<file path="config.mk">
export PLATFORM = sky130hd
export DESIGN_NAME = udc_counter_flat
export DESIGN_NICKNAME = d
export VERILOG_FILES = /design/src/rtl/udc_counter_if.sv /design/src/rtl/udc_counter.sv /design/src/flat_wrapper.sv
export SDC_FILE = /design/constraint.sdc
export NUM_CORES = 1
export LEC_CHECK = 0
export CAP_MARGIN = 0
export CORE_AREA = 2 2 39 41
export DETAILED_ROUTE_END_ITERATION = 8
export DIE_AREA = 0 0 41 43
export PLACE_DENSITY_LB_ADDON = 0.2
export SETUP_SLACK_MARGIN = 0.2
export SLEW_MARGIN = 20
export SYNTH_ARGS = -nofsm -noshare
export SYNTH_HDL_FRONTEND = slang
export SYNTH_SLANG_ARGS = --single-unit
</file>
<file path="constraint.sdc">
create_clock -name udc_clk -period 2.91 [get_ports udc_clk]
set_clock_uncertainty 0.2 [all_clocks]
set_input_delay 0.582 -clock udc_clk [delete_from_list [all_inputs] [get_ports udc_clk]]
set_output_delay 0.582 -clock udc_clk [all_outputs]
set_load 0.05 [all_outputs]
</file>
<file path="src/rtl/udc_counter_if.sv">
// udc_counter_if: control and status bundle for udc_counter.
// master drives the count controls, slave is the counter itself.
interface udc_counter_if #(
  parameter int WIDTH = 3
);
  logic             udc_en;
  logic             udc_up;
  logic             udc_clr;
  logic             udc_load;
  logic [WIDTH-1:0] udc_load_val;
  logic [WIDTH-1:0] udc_out;
  logic             udc_tc;
  logic             udc_zero;

  modport master (
    output udc_en, udc_up, udc_clr, udc_load, udc_load_val,
    input  udc_out, udc_tc, udc_zero
  );

  modport slave (
    input  udc_en, udc_up, udc_clr, udc_load, udc_load_val,
    output udc_out, udc_tc, udc_zero
  );
endinterface

</file>
<file path="src/rtl/udc_counter.sv">
// udc_counter: parametrised up/down counter with modulus MAX_COUNT+1,
// priority clr > load > en, clamped parallel load, registered terminal-count
// pulse and combinational zero flag.
// Build option: define UDC_SATURATE_EN to hold at the limits instead of wrapping.
module udc_counter #(
  parameter int WIDTH     = 3,
  parameter int MAX_COUNT = (1 << WIDTH) - 1
) (
  input  logic          udc_clk,
  input  logic          udc_rst_n,
  udc_counter_if.slave  bus
);

  localparam logic [WIDTH-1:0] MAX_V = WIDTH'(MAX_COUNT);
  localparam logic [WIDTH-1:0] ONE_V = WIDTH'(1);

  logic [WIDTH-1:0] cnt_q, cnt_d;
  logic             tc_q, tc_d;

  // Next count and terminal-event detection; a blocked or wrapped step is the terminal event.
  always_comb begin
    cnt_d = cnt_q;
    tc_d  = 1'b0;
    if (bus.udc_clr) begin
      cnt_d = '0;
    end else if (bus.udc_load) begin
      cnt_d = (bus.udc_load_val > MAX_V) ? MAX_V : bus.udc_load_val;
    end else if (bus.udc_en) begin
      if (bus.udc_up) begin
        if (cnt_q == MAX_V) begin
          tc_d = 1'b1;
`ifdef UDC_SATURATE_EN
          cnt_d = MAX_V;
`else
          cnt_d = '0;
`endif
        end else begin
          cnt_d = cnt_q + ONE_V;
        end
      end else begin
        if (cnt_q == '0) begin
          tc_d = 1'b1;
`ifdef UDC_SATURATE_EN
          cnt_d = '0;
`else
          cnt_d = MAX_V;
`endif
        end else begin
          cnt_d = cnt_q - ONE_V;
        end
      end
    end
  end

  // Count and terminal-count registers, cleared asynchronously.
  always_ff @(posedge udc_clk or negedge udc_rst_n) begin
    if (!udc_rst_n) begin
      cnt_q <= '0;
      tc_q  <= 1'b0;
    end else begin
      cnt_q <= cnt_d;
      tc_q  <= tc_d;
    end
  end

  assign bus.udc_out  = cnt_q;
  assign bus.udc_tc   = tc_q;
  assign bus.udc_zero = (cnt_q == '0);

endmodule

</file>
<file path="src/flat_wrapper.sv">
// flat-port wrapper written by rule: the top's interface ports become plain ports
module udc_counter_flat 
#(
  parameter int WIDTH     = 3,
  parameter int MAX_COUNT = (1 << WIDTH) - 1
)
  (udc_clk, udc_rst_n, bus_udc_en, bus_udc_up, bus_udc_clr, bus_udc_load, bus_udc_load_val, bus_udc_out, bus_udc_tc, bus_udc_zero);
  udc_counter_if #(.WIDTH(WIDTH)) bus_i ();
  input  logic udc_clk;
  input  logic udc_rst_n;
  input wire logic [$bits(bus_i.udc_en)-1:0] bus_udc_en;
  input wire logic [$bits(bus_i.udc_up)-1:0] bus_udc_up;
  input wire logic [$bits(bus_i.udc_clr)-1:0] bus_udc_clr;
  input wire logic [$bits(bus_i.udc_load)-1:0] bus_udc_load;
  input wire logic [$bits(bus_i.udc_load_val)-1:0] bus_udc_load_val;
  output wire logic [$bits(bus_i.udc_out)-1:0] bus_udc_out;
  output wire logic [$bits(bus_i.udc_tc)-1:0] bus_udc_tc;
  output wire logic [$bits(bus_i.udc_zero)-1:0] bus_udc_zero;
  assign bus_i.udc_en = bus_udc_en;
  assign bus_i.udc_up = bus_udc_up;
  assign bus_i.udc_clr = bus_udc_clr;
  assign bus_i.udc_load = bus_udc_load;
  assign bus_i.udc_load_val = bus_udc_load_val;
  assign bus_udc_out = bus_i.udc_out;
  assign bus_udc_tc = bus_i.udc_tc;
  assign bus_udc_zero = bus_i.udc_zero;
  udc_counter #(.WIDTH(WIDTH), .MAX_COUNT(MAX_COUNT)) u_core (.udc_clk(udc_clk), .udc_rst_n(udc_rst_n), .bus(bus_i));
endmodule
</file>
==> impl_metrics.py, run 1 <==
metrics = {
    "placement": {
        "gp_congestion": 0.714,
        "dpl_cell_area_um2": 454,
        "placement.io_buffers": 13,
        "pre_cts_slack_ps": 414,
        "hpwlAfterDp_um": 591,
    },
    "yosys": {
        "synth_top_family_by_area": "simple AND/OR/NAND/NOR gates",
        "synth_xor_area_frac": 0.0288,
        "synth-seq-cells": 4,
        "syn_area_per_cell_um2": 10.1,
        "synthMuxAreaShare": 0.0658,
        "synth_top_area_share": 0.329,
        "synth_cell_types": 17,
        "syn-num-nets": 43,
        "yosys-top-cells-area": "dfrtp_1, ha_1, mux2i_1",
        "synthSimpleGateAreaFrac": 0.198,
        "yosysWarnings": 0,
        "synth_compound_area_frac": 0.165,
        "synth_largest_area_cell": "dfrtp_1",
        "synth_cells": 30,
        "syn_area_um2": 304,
        "synthAdderAreaFrac": 0.165,
        "synth.yosys.seq_area_share": 0.329,
    },
    "status": {
        "status": "finished clean",
    },
    "floorplan": {
        "die_area_um2": 1760,
        "die_h_um": 43,
        "core_area_um2": 1380,
        "ios": 14,
        "die_x_um": 41,
        "rows": 14,
        "initial_core_util": 0.220,
    },
    "timing": {
        "fin_tns_setup_ps": 0,
        "clock.fmax_mhz": 411,
        "slew_violations": 0,
        "setup_slack_ps": 476,
        "period_needed_ps": 2430,
        "finalSetupViolCount": 0,
        "rsz0062_at_grt": "no",
        "hold_viol": 0,
        "maxSlewHeadroom": 0.666,
        "tightest_slew_ps": 500,
        "whs_ps": 349,
        "post-route-period-util": 0.836,
    },
    "routing": {
        "vias": 267,
        "wl_per_cell_um": 11.0,
        "vias_per_cell": 4.31,
        "drc": 0,
        "final_antenna_net_count": 0,
        "finalWirelength_um": 682,
        "first_pass_iters": 2,
        "first_iter_violations": 3,
    },
    "clock_network": {
        "cts_tree": "built",
        "h-tree-depth": 1,
        "post_cts_buffers": 0,
        "cts_buffers": 3,
        "clk_latency_ps": 230,
        "post_cts_resized": 1,
        "cts_num_sinks": 4,
        "cts.path.max_buffers": 2,
        "ctsHoldBuffers": 0,
        "clkTransAtPathRegs_ps": 40,
        "cts-root-buf": "clkbuf_4",
    },
    "cells_and_area": {
        "drive_above_1_share": 0.109,
        "multiInputGateArea_um2": 189,
        "fill_cells": 149,
        "final_area_um2": 475,
        "num_antenna_cells": 0,
        "regArea_um2": 100,
        "final_cell_mix": "clkdlybuf4s50_1, inv_1, ha_1, dfrtp_1, clkbuf_4",
        "nets": 61,
        "areaGrowthSynthToFinish_pct": 56.4,
        "layout_commonest_cell": "clkdlybuf4s50_1",
    },
    "global_routing": {
        "grt_pass1_wl_um": 1170,
        "grt_pass1_vias": 284,
        "gr-total-overflow": 0,
        "grt_max_degree": 7,
        "antenna_found_initial": 0,
        "grt_util_all_layers": 0.106,
    },
    "setup_path": {
        "crit_arrival_ps": 1650,
        "worstSetupStartpointType": "register",
        "required_ps": 2130,
        "crit_fanout": 4,
        "critPathCaptureType": "primary output",
        "r2r_cells": 5,
        "path_class": "reg -> out",
    },
    "job": {
        "cap_violations": 0,
    },
    "power": {
        "powerDensity_nw_per_um2": 428,
        "irDropWorstVdd_uv": 200,
        "leakage_nw": 0.209,
    },
    "hold_path": {
        "hp-class": "in -> async",
    },
}
## cell type report
type,instances,area share
well taps,16,0.0421
clock buffers,3,0.0474
flip-flops and latches,4,0.211
inverters,4,0.0316
repair buffers,13,0.271
multi-input cells,22,0.397
## worst max-delay path: stages, from the launching register on
cell and delay, ps:
dfrtp_1 410, inv_1 100, ha_1 160, nor2b_1 200, dlygate4sd2_1 550
## power by group
part / leakage, nW / internal (W) / switching (W)
registers: 0.0526 / 0.0000598 / 0.00000506
logic: 0.142 / 0.0000312 / 0.0000410
clock network: 0.0138 / 0.0000460 / 0.0000205
total: 0.209 / 0.000137 / 0.0000666
## kinds of logic (layout without fill, tap and decap cells)
family / count (synthesis) / count (layout)
compound gates: 6 / 6
xor+xnor: 1 / 1
fa+ha+maj: 4 / 4
buf+inv: 4 / 20
flops: 4 / 4
mux: 2 / 2
simple gates: 9 / 9
## routing by layer
metal | vias up | global-route usage | routed length [um]
met4 | 0 | 0.0600 | 0
li1 | 139 | - | -
met2 | 9 | 0.153 | 343
met1 | 119 | 0.123 | 306
met3 | 0 | 0.0471 | 32
met5 | - | 0 | 0
## worst paths after layout
kind                                       startpoint                    end  slack [ps]
worst max-delay path            u_core.bus.udc_out[0]           bus_udc_zero         480
worst min-delay path                        udc_rst_n      u_core.bus.udc_tc         350
min in group udc_clk            u_core.bus.udc_out[0]  u_core.bus.udc_out[0]         500
worst max register to register  u_core.bus.udc_out[0]  u_core.bus.udc_out[2]        1130
worst min register to register  u_core.bus.udc_out[0]  u_core.bus.udc_out[0]         500
max in group asynchronous                   udc_rst_n  u_core.bus.udc_out[2]        2000
## flip-flops by register name, summed over array words and instances, names as in the netlist
register	cells
u_core.bus.udc_out	3
u_core.bus.udc_tc	1
## synthesized netlist by cell type, drive strengths merged
cell type / n
a2111oi: 1
inv: 4
o32ai: 1
nor2b: 1
or3: 1
ha: 4
a21boi: 1
nor3: 1
nor2: 2
a21oi: 2
a221oi: 1
nand2b: 1
xor2: 1
mux2i: 2
or2: 1
nor3b: 2
dfrtp: 4
## metrics by stage
| step | util | instances | power, W |
|---|---|---|---|
| after detailed placement | 0.328 | 59 | 0.000140 |
| after global placement | 0.328 | 59 | 0.000139 |
| final | 0.344 | 62 | 0.000204 |
| after global routing | 0.344 | 62 | 0.000222 |
| after CTS | 0.344 | 62 | 0.000209 |
| after floorplan | - | 30 | 0.000107 |
No activity file was read; power rests on OpenSTA's default activity.
==> run 2: changes to the inputs <==
==> constraint.sdc (replaced) <==
create_clock -name udc_clk -period 2.2 [get_ports udc_clk]
set_clock_uncertainty 0.2 [all_clocks]
set_input_delay 0.44 -clock udc_clk [delete_from_list [all_inputs] [get_ports udc_clk]]
set_output_delay 0.44 -clock udc_clk [all_outputs]
set_load 0.05 [all_outputs]
==> run 2 against run 1 <==
- clock power is 33% higher
- die area unchanged
- power is 37% higher
- final area is 3.2% higher
- critical path depth did not move
- global-route usage down 0.20 points
- routed wire length down 8.2%
- sequential share of layout area is 0.64 points lower
- flip-flop and latch count unchanged
- utilization increased by 1.1 points
- setup slack worse by 150 ps
- via count grew 1.9%
==> impl_metrics.py, run 2 (same netlist as run 1, synthesis figures left out) <==
metrics = {
    "timing": {
        "hold_viol": 0,
        "period_needed_ps": 1880,
        "tightest_slew_ps": 498,
        "whs_ps": 208,
        "post-route-period-util": 0.853,
        "fin_tns_setup_ps": 0,
        "rsz0062_at_grt": "no",
        "clock.fmax_mhz": 533,
        "slew_violations": 0,
        "maxSlewHeadroom": 0.668,
        "finalSetupViolCount": 0,
    },
    "routing": {
        "vias": 272,
        "wl_met1_um": 277,
        "drc": 0,
        "final_antenna_net_count": 0,
        "wl_met2_um": 284,
        "top_layer_used": "met3",
        "vias_per_cell": 4.39,
        "first_iter_violations": 2,
        "first_pass_iters": 2,
        "finalWirelength_um": 626,
        "routed-wl-met3_um": 64,
        "wl_per_cell_um": 10.1,
    },
    "clock_network": {
        "h-tree-depth": 1,
        "cts_buffers": 3,
        "clkTransAtPathRegs_ps": 40,
        "post_cts_buffers": 0,
        "cts.path.max_buffers": 2,
        "ctsHoldBuffers": 0,
        "post_cts_resized": 1,
        "cts-root-buf": "clkbuf_4",
        "clk_latency_ps": 230,
        "cts_tree": "built",
        "cts_num_sinks": 4,
    },
    "power": {
        "irDropWorstVdd_uv": 432,
        "powerDensity_nw_per_um2": 569,
        "power.switching_w": 0.0000902,
        "p_int_w": 0.000189,
        "leakage_nw": 0.243,
        "p_sw_frac": 0.323,
        "power_w": 0.000279,
        "power_frac_comb": 0.375,
        "clockPowerShare": 0.316,
        "pwr-share-seq": 0.309,
    },
    "floorplan": {
        "ios": 14,
        "die_x_um": 41,
        "core_area_um2": 1380,
        "die_area_um2": 1760,
        "die_h_um": 43,
        "initial_core_util": 0.220,
        "rows": 14,
    },
    "cells_and_area": {
        "multiInputGateArea_um2": 196,
        "fill_cells": 149,
        "layout_commonest_cell": "clkdlybuf4s50_1",
        "num_antenna_cells": 0,
        "final_cell_mix": "clkdlybuf4s50_1, inv_1, ha_1, dfrtp_1, clkbuf_4",
        "regArea_um2": 100,
        "drive_above_1_share": 0.196,
        "largest_reg_flops": 3,
        "areaGrowthSynthToFinish_pct": 61.3,
        "nets": 61,
        "utilization": 0.354,
    },
    "setup_path": {
        "path_class": "reg -> out",
        "required_ps": 1560,
        "crit_fanout": 4,
        "critPathCaptureType": "primary output",
        "worstSetupStartpointType": "register",
        "rrSetupSlack_ps": 420,
        "crit_arrival_ps": 1240,
    },
    "placement": {
        "gp_congestion": 0.699,
        "hpwlAfterDp_um": 535,
        "placement.io_buffers": 13,
    },
    "global_routing": {
        "grt_max_degree": 7,
        "gr-total-overflow": 0,
        "grt_util_all_layers": 0.104,
        "antenna_found_initial": 0,
        "grt_pass1_wl_um": 1160,
        "grt_pass1_vias": 271,
    },
    "status": {
        "status": "finished clean",
    },
    "hold_path": {
        "hp-class": "in -> async",
    },
    "job": {
        "cap_violations": 0,
    },
}
run 2: power by group through the flow:
stage	Sequential [W]	Clock (W)	Combinational (W)
floorplan	0.000104	0	0.0000423
global placement	0.0000876	0	0.000107
detailed placement	0.0000875	0	0.000107
CTS	0.0000865	0.0000930	0.000106
global route	0.0000872	0.0000991	0.000114
finish	0.0000862	0.0000883	0.000105
run 2: final timing paths:
| kind | from | cells past startpoint | to |
|---|---|---|---|
| min reg2reg | u_core.bus.udc_out[0] | 3 | u_core.bus.udc_out[0] |
| min in group udc_clk | u_core.bus.udc_out[0] | 3 | u_core.bus.udc_out[0] |
| max reg2reg | u_core.bus.udc_out[0] | 5 | u_core.bus.udc_out[2] |
| max in group asynchronous | udc_rst_n | 1 | u_core.bus.udc_out[0] |
| min | udc_rst_n | 1 | u_core.bus.udc_tc |
| max | u_core.bus.udc_out[0] | 4 | bus_udc_zero |
run 2: stage by stage:
stage	instances	cell area, um^2	setup slack [ps]
2_1_floorplan	30	312	203
3_3_place_gp	59	467	291
3_5_place_dp	59	467	218
4_1_cts	62	488	207
5_1_grt	62	490	201
6_report	62	490	323
run 2: cell type report:
| cell class | count | share of cell area |
|---|---|---|
| clock buffers | 3 | 0.0459 |
| inverters | 4 | 0.0306 |
| multi-input cells | 22 | 0.401 |
| flip-flops and latches | 4 | 0.204 |
| well taps | 16 | 0.0408 |
| repair buffers | 13 | 0.278 |
run 2: routing by layer:
metal | GRT usage | up-vias
li1 | - | 140
met1 | 0.136 | 120
met2 | 0.122 | 12
met3 | 0.0681 | 0
met4 | 0.0600 | 0
met5 | 0 | -
run 2: worst max-delay path, cell delays in order, from the launching register on:
cell and delay [ps]:
dfrtp_1 410, inv_1 100, ha_1 160, nor2b_4 180, buf_12 150
